**config.mk**
```make
export PLATFORM = sky130hd
export DESIGN_NAME = ex_mem_skid_stage
export DESIGN_NICKNAME = d
export VERILOG_FILES = /design/src/rtl/ex_mem_skid_stage.sv
export SDC_FILE = /design/constraint.sdc
export NUM_CORES = 1
export LEC_CHECK = 0
export ABC_AREA = 1
export CAP_MARGIN = 0
export CELL_PAD_IN_SITES_DETAIL_PLACEMENT = 1
export CELL_PAD_IN_SITES_GLOBAL_PLACEMENT = 1
export CORE_ASPECT_RATIO = 0.5
export CORE_UTILIZATION = 38
export DETAILED_ROUTE_END_ITERATION = 10
export MAX_ROUTING_LAYER = met4
export PLACE_DENSITY = 0.85
export SLEW_MARGIN = 20
export SYNTH_ARGS = -nofsm -noshare
export SYNTH_HDL_FRONTEND = slang
export SYNTH_SLANG_ARGS = --single-unit
export TNS_END_PERCENT = 5
```
**constraint.sdc**
```tcl
create_clock -name clk -period 14.05 [get_ports clk]
set_input_delay 2.81 -clock clk [delete_from_list [all_inputs] [get_ports clk]]
set_output_delay 2.81 -clock clk [all_outputs]
set_load 0.02 [all_outputs]
```
**src/rtl/ex_mem_skid_stage.sv**
```systemverilog
// ex_mem_skid_stage: EX->MEM elastic stage with a 2-entry skid buffer (main + skid regs).
// Define EXMEM_PERF_EN to build the saturating stall/transfer counters; otherwise they read 0.
module ex_mem_skid_stage #(
  parameter int DATA_W = 32,
  parameter int CTRL_W = 16,
  parameter int CNT_W  = 32
) (
  input  logic              clk,
  input  logic              reset,
  input  logic              flush,
  input  logic              valid_e,
  output logic              ready_e,
  input  logic [DATA_W-1:0] alu_result_e,
  input  logic [DATA_W-1:0] store_data_e,
  input  logic [DATA_W-1:0] pc4_e,
  input  logic [4:0]        rd_e,
  input  logic [CTRL_W-1:0] ctrl_e,
  output logic              valid_m,
  input  logic              ready_m,
  output logic [DATA_W-1:0] alu_result_m,
  output logic [DATA_W-1:0] store_data_m,
  output logic [DATA_W-1:0] pc4_m,
  output logic [4:0]        rd_m,
  output logic [CTRL_W-1:0] ctrl_m,
  output logic [CNT_W-1:0]  stall_cnt,
  output logic [CNT_W-1:0]  xfer_cnt
);
  localparam int PW = 3*DATA_W + 5 + CTRL_W;
  typedef enum logic [1:0] {EMPTY, ONE, FULL} state_t;
  state_t state, state_nxt;
  logic [PW-1:0] in_pkt, main_q, skid_q;
  logic in_fire, out_fire, load_main, load_skid;
  assign in_pkt = {alu_result_e, store_data_e, pc4_e, rd_e, ctrl_e};
  assign {alu_result_m, store_data_m, pc4_m, rd_m, ctrl_m} = main_q;
  assign valid_m = state != EMPTY;
  assign ready_e = state != FULL;
  assign in_fire = valid_e & ready_e;
  assign out_fire = valid_m & ready_m;
  always_ff @(posedge clk or posedge reset)
    if (reset) state <= EMPTY;
    else state <= state_nxt;
  always_comb begin
    state_nxt = flush ? EMPTY :
                (state == EMPTY) ? (in_fire ? ONE : EMPTY) :
                (state == ONE) ? ((in_fire && !out_fire) ? FULL : (!in_fire && out_fire) ? EMPTY : ONE) :
                (out_fire ? ONE : FULL);
  end
  // FULL refills main from skid; otherwise main takes the incoming entry
  always_comb begin
    load_main = !flush && ((state == EMPTY && in_fire) || (state == ONE && in_fire && out_fire) ||
                           (state == FULL && out_fire));
    load_skid = !flush && state == ONE && in_fire && !out_fire;
  end
  always_ff @(posedge clk or posedge reset)
    if (reset) begin
      main_q <= '0;
      skid_q <= '0;
    end else begin
      if (load_main) main_q <= (state == FULL) ? skid_q : in_pkt;
      if (load_skid) skid_q <= in_pkt;
    end
`ifdef EXMEM_PERF_EN
  always_ff @(posedge clk or posedge reset)
    if (reset) begin
      stall_cnt <= '0;
      xfer_cnt <= '0;
    end else begin
      if (valid_e && !ready_e && !flush && !(&stall_cnt)) stall_cnt <= stall_cnt + 1'b1;
      if (out_fire && !(&xfer_cnt)) xfer_cnt <= xfer_cnt + 1'b1;
    end
`else
  assign stall_cnt = '0;
  assign xfer_cnt = '0;
`endif
endmodule

```
After elaboration in Yosys (flattened, before gate mapping)

Cells that the tools add are included.

Flip-flop bits (word level): 236
Bits of input ports: 122
Output and inout bits: 183
Word-level logic and storage cells: 33

Equal/unequal tests: 3
Muxes and demuxes: 8
Bitwise gates (word level): 2
Reductions and logical operators: 17

Operators by type and width:

| kind                                                            | count |
|---|---|
| 117-bit 2-to-1 mux                                              | 1 |
| 1-bit logical AND                                               | 10 |
| 2-bit 2-to-1 mux                                                | 5 |
| 1-bit zero test                                                 | 3 |
| 1-bit AND                                                       | 2 |
| 2-bit by 1-bit == test with 1-bit output, second input constant | 1 |
| 2-bit == test, second input constant                            | 1 |
| 2-bit zero test                                                 | 1 |
| 1-bit logical OR                                                | 2 |
| 1-bit 2-to-1 mux                                                | 2 |
| 2-bit != test, second input constant                            | 1 |
| 2-bit nonzero test                                              | 1 |

Longest topological paths before layout

Depth in word-level cells: 9
Depth in mapped cells: 9
Depth with buffers taken out: 6

Worst setup path before layout

Ideal clock, no wire load.

Path type: input to register
From: input flush
To: register skid_q[100]
Library setup time: 0.116 ns
Arrival: 3.664 ns
Data required time: 13.934 ns
Slack: 10.270 ns
Stages on the path: 8
Buffers on the path: 2
Path through: inv_2 nand2_1 nor2_4 nand2_2 buf_2 buf_2 nand2_1 nand2_1

Cells in the longest elaborated chain, start to end: 4

Ends and longest elaborated chain:

| item                            | line | text |
|---|---|---|
| from (decl)                     | 10   | `input logic flush,` |
| 1-bit zero test                 | 52   | `load_skid = !flush && state == ONE && in_fire && !out_fire;` |
| 1-bit logical AND (3 in series) | 52   |  |
| to (signal assigned)            | 60   | `if (load_skid) skid_q <= in_pkt;` |
| to (decl)                       | 31   | `logic [PW-1:0] in_pkt, main_q, skid_q;` |

Every way passes these cells.
A chain may end at the register's enable or synchronous reset.

Final worst setup path

From: register state[1]
To: output ready_e

Cells in the longest elaborated chain, start to end: 1

Ends and longest elaborated chain:

| item                   | line | text |
|---|---|---|
| from (decl)            | 30   | `state_t state, state_nxt;` |
| from (signal assigned) | 41   | `else state <= state_nxt;` |
| 2-bit != test          | 36   | `assign ready_e = state != FULL;` |
| to (decl)              | 12   | `output logic ready_e,` |

Every way passes these cells.

==> results.md <==
- After routing, the total negative slack on setup checks comes to 0 ps.
- The run finished with clean final reports.
- Together, buffers and inverters on the worst path number 1.
- The global-route track usage on met1 is 0.2984.
- The die area is about 0.031 mm^2.
- The initial standard-cell utilization of the core is 0.3892.
- In this run the deepest clock path goes through 3 buffers.
- The die height is around 120 um.
- The proportion of layout cells with a drive suffix above 1 is 0.03593.
- The startpoint of the most critical hold path is skid_q[61].
- Across every metal layer, demand over resource in global routing totals 0.2479.
- In the final design database the tool counted roughly 1800 nets.
- The final critical-path share of the clock period is 0.3694.
- The tree built by TritonCTS fans out to 236 sinks.
- The die is between 200 and 250 um wide.
- The tool flagged a number of max-cap violations equal to 0.
- The shortest clock period the worst path allows after layout is 5190 ps.
- The depth of the worst register-to-register path is 6.
- For this run, design rule violations remaining after detail routing come to 0.
- The data required time at the worst endpoint is ~11000 ps.
- The number of global-route vias before repair came to 11240.
- The type of the worst setup path is reg -> out.
- Entering global routing, the biggest net connects around 160 pins.
- The most used flip-flop cell after synthesis is sky130_fd_sc_hd__dfrtp_1.
- For hold timing, the worst endpoint is skid_q[61].
- In this design, the stage delay of the slowest critical-path cell is about 740 ps.
- The count of routing violations after the opening detailed-route iteration is approximately 690.
- Setup violations remaining at the end of the flow were counted as 0.
- Buffers inserted to repair hold after CTS numbered 0.
- OpenSTA, run right after detailed placement, puts the worst setup slack at about 8500 ps.
- The signed area change from the synthesized netlist to the final layout is 27.71%.
- Post-CTS timing repair inserted 0 buffers for setup.
- The slowest stage of the critical path belongs to the cell sky130_fd_sc_hd__clkdlybuf4s50_1.
- Ranked by total cell area, the synthesized netlist is headed by sky130_fd_sc_hd__dfrtp_1, sky130_fd_sc_hd__nand2_1, sky130_fd_sc_hd__nand3_1.
- Summed over all layers, the routed wires come to ~37000 um.
- The final number of max-transition violations is 0.
- The capture instance of the worst register-to-register path is main_q[17].
- Summed over all cells, the static leakage comes to approximately 7.5 nW.
- The detailed placement HPWL is around 23000 um.
- The root buffer cell chosen for the clock tree is sky130_fd_sc_hd__clkbuf_16.
- For this run, the number of Yosys warnings is 0.
- The initial antenna violation count is 5.
- The startpoint of the worst-slack reg-to-reg timing path is state[1].
- The kind of end point of the critical path is an output pin.
- The clock-pin slew of the registers on the worst-case setup and hold paths is ~60 ps.
- The share of synthesized area in the top cell type comes to 0.5200.
- TritonCTS created 24 clock buffers.
- For the worst-skew pair, the clock arrives at the later sink with an insertion delay of 530 ps.
- The number of different library cells used by synthesis comes to 17.
- For this run, global-route usage on met2 was measured as 0.4179.
- Counting flops with a built-in enable in the synthesized netlist gives 0.
- The largest voltage drop on the vdd net is between 70 and 80 uV.
- The final worst setup slack is slightly below 9000 ps.
- The startpoint type of the worst setup path is a register.
- The slew of the pin with the lowest slew margin is between 1000 and 1500 ps.
- The reg-to-reg setup timing slack is between 10000 and 15000 ps.
- For the worst setup path, the data arrival time is about 2400 ps.
- After synthesis, the most frequently instantiated cells are sky130_fd_sc_hd__nand2_1, sky130_fd_sc_hd__nand3_1, sky130_fd_sc_hd__dfrtp_1.
- On the final layout, the worst clock skew is just under 10 ps.
- The global-route wire length before repair is around 59000 um.
- The share of synthesized flip-flops with an asynchronous set or reset is 1.000.
- Gates resized during post-CTS repair numbered 0.
- The detail route stage leaves a number of antenna-violating nets equal to 0.
- Setup repair after global routing left no endpoint under its margin.
- The routed layout has between 10000 and 15000 vias.
- The average cell area after synthesis is ~7.6 um^2.
- The count of buffers inserted at the top-level ports is 240.
- The routing usage on met3 is 0.03893.
- The cell area after synthesis is approximately 0.011 mm^2.
- For this run the aggregate overflow at the end of global routing stands at 0.
- The hold violation count in the final report is 0.
- The kind of path behind the tightest hold check is reg -> reg.
- In this run the number of H-tree levels came out at 1.
- Grouping stages by cell kind, the critical path spends the most delay in buffers and inverters.
- Of all nets on the critical path, the largest fanout is 39.
- TritonCTS built the clock tree.
- Row generation in the floorplan step produced between 40 and 50 rows.
- The core box area is about 0.029 mm^2.
- The most common cell in the synthesized netlist is sky130_fd_sc_hd__nand2_1.
- The power per unit of standard cell area is around 140 mW/mm^2.
- The number of vias per cell after detailed routing is ~5.2.
- For this run, the register share of the synthesized area comes to 0.5200.
- Timing would allow up to between 0.15 and 0.2 GHz.
- The layer carrying the most global-route usage is met2.
- The largest area contributor in the netlist is sky130_fd_sc_hd__dfrtp_1.
- The remaining max-slew budget at the tightest pin is 0.2425.
- The number of instances in the placed design is just over 2000.
- The number of primary I/O pins is slightly above 300.
- Synthesis produced a netlist whose cell count is 1488.
- Walking the worst path, the cells encountered are nand2_4 -> clkdlybuf4s50_1.
- The weighted congestion reported at the end of routability-driven placement is about 0.83.
- The first detailed-routing pass took 5 iterations.
- The worst hold path was traced through 2 stages.
- The number of synthesized register bits is ~240.
- The routed length per instance is 17.97 um.
- Leaving out filler cells and counting taps, the final layout contains between 2000 and 2500.
## where the power goes
group          internal [mW]  switching, mW  total, mW
clock network          0.386          0.276      0.662
logic                  0.206          0.297      0.503
registers              0.826         0.0896      0.916
total                   1.42          0.663       2.08
## sequential cells by signal (all words and copies together) (netlist names)
register	cells
state	2
main_q	117
skid_q	117
## metrics by stage
step | hold slack (ps) | cell area, um^2 | total power, mW | utilization
floorplan | 442.5 | 11590 | 1.195 | -
global placement | 453.7 | 13670 | 1.401 | 0.4685
detailed placement | 458.8 | 13680 | 1.431 | 0.4687
CTS | 474.7 | 14480 | 2.101 | 0.4964
global route | 493.4 | 14500 | 2.186 | 0.4971
finish | 468.5 | 14500 | 2.081 | 0.4971
## worst max-delay path by stage
stage,startpoint,endpoint,cells after the start
finish,state[1],ready_e,2
detailed placement,flush,skid_q[96],7
global route,state[1],ready_e,2
global placement,flush,skid_q[70],7
floorplan,reset,main_q[0],1
CTS,state[1],ready_e,2
## cells in the final DEF, fill, tap and decap left out, types with 5 or more instances in the layout
cell / count
sky130_fd_sc_hd__dfrtp_1: 235
sky130_fd_sc_hd__clkbuf_8: 8
sky130_fd_sc_hd__conb_1: 64
sky130_fd_sc_hd__nor2_1: 5
sky130_fd_sc_hd__nand2_1: 706
sky130_fd_sc_hd__clkdlybuf4s50_1: 240
sky130_fd_sc_hd__nand3_1: 351
sky130_fd_sc_hd__clkbuf_1: 6
sky130_fd_sc_hd__diode_2: 5
sky130_fd_sc_hd__buf_4: 7
sky130_fd_sc_hd__clkbuf_16: 25
## layer usage
layer	wire length, um	up-vias
met5	0	-
met3	1512	83
li1	-	4959
met1	15480	5477
met2	18650	298
met4	1479	0
## cell families (layout without fill, tap and decap cells)
group	count (synthesis)	after routing	synth area share
flops	236	236	0.5200
compound gates	2	2	0.0008805
buf+inv	180	299	0.08472
simple gates	1069	1069	0.3941
other cells	1	69	0.0003302
## worst min-delay path, delay by kind of cell, from the launching register on
| family | cells | cell delay (ps) |
|---|---|---|
| simple gates | 2 | 100 |
| flops | 1 | 340 |
## layout make-up
cell class / count / area [um^2]
fillers: 3565 / 14670
clock inverters: 4 / 47.55
diodes: 5 / 12.51
well taps: 391 / 489.2
clock buffers: 39 / 758.2
inverters: 6 / 37.54
multi-input cells: 1135 / 4761
flip-flops and latches: 236 / 5909
repair buffers: 250 / 2489
(Power assumes the default switching activity.)
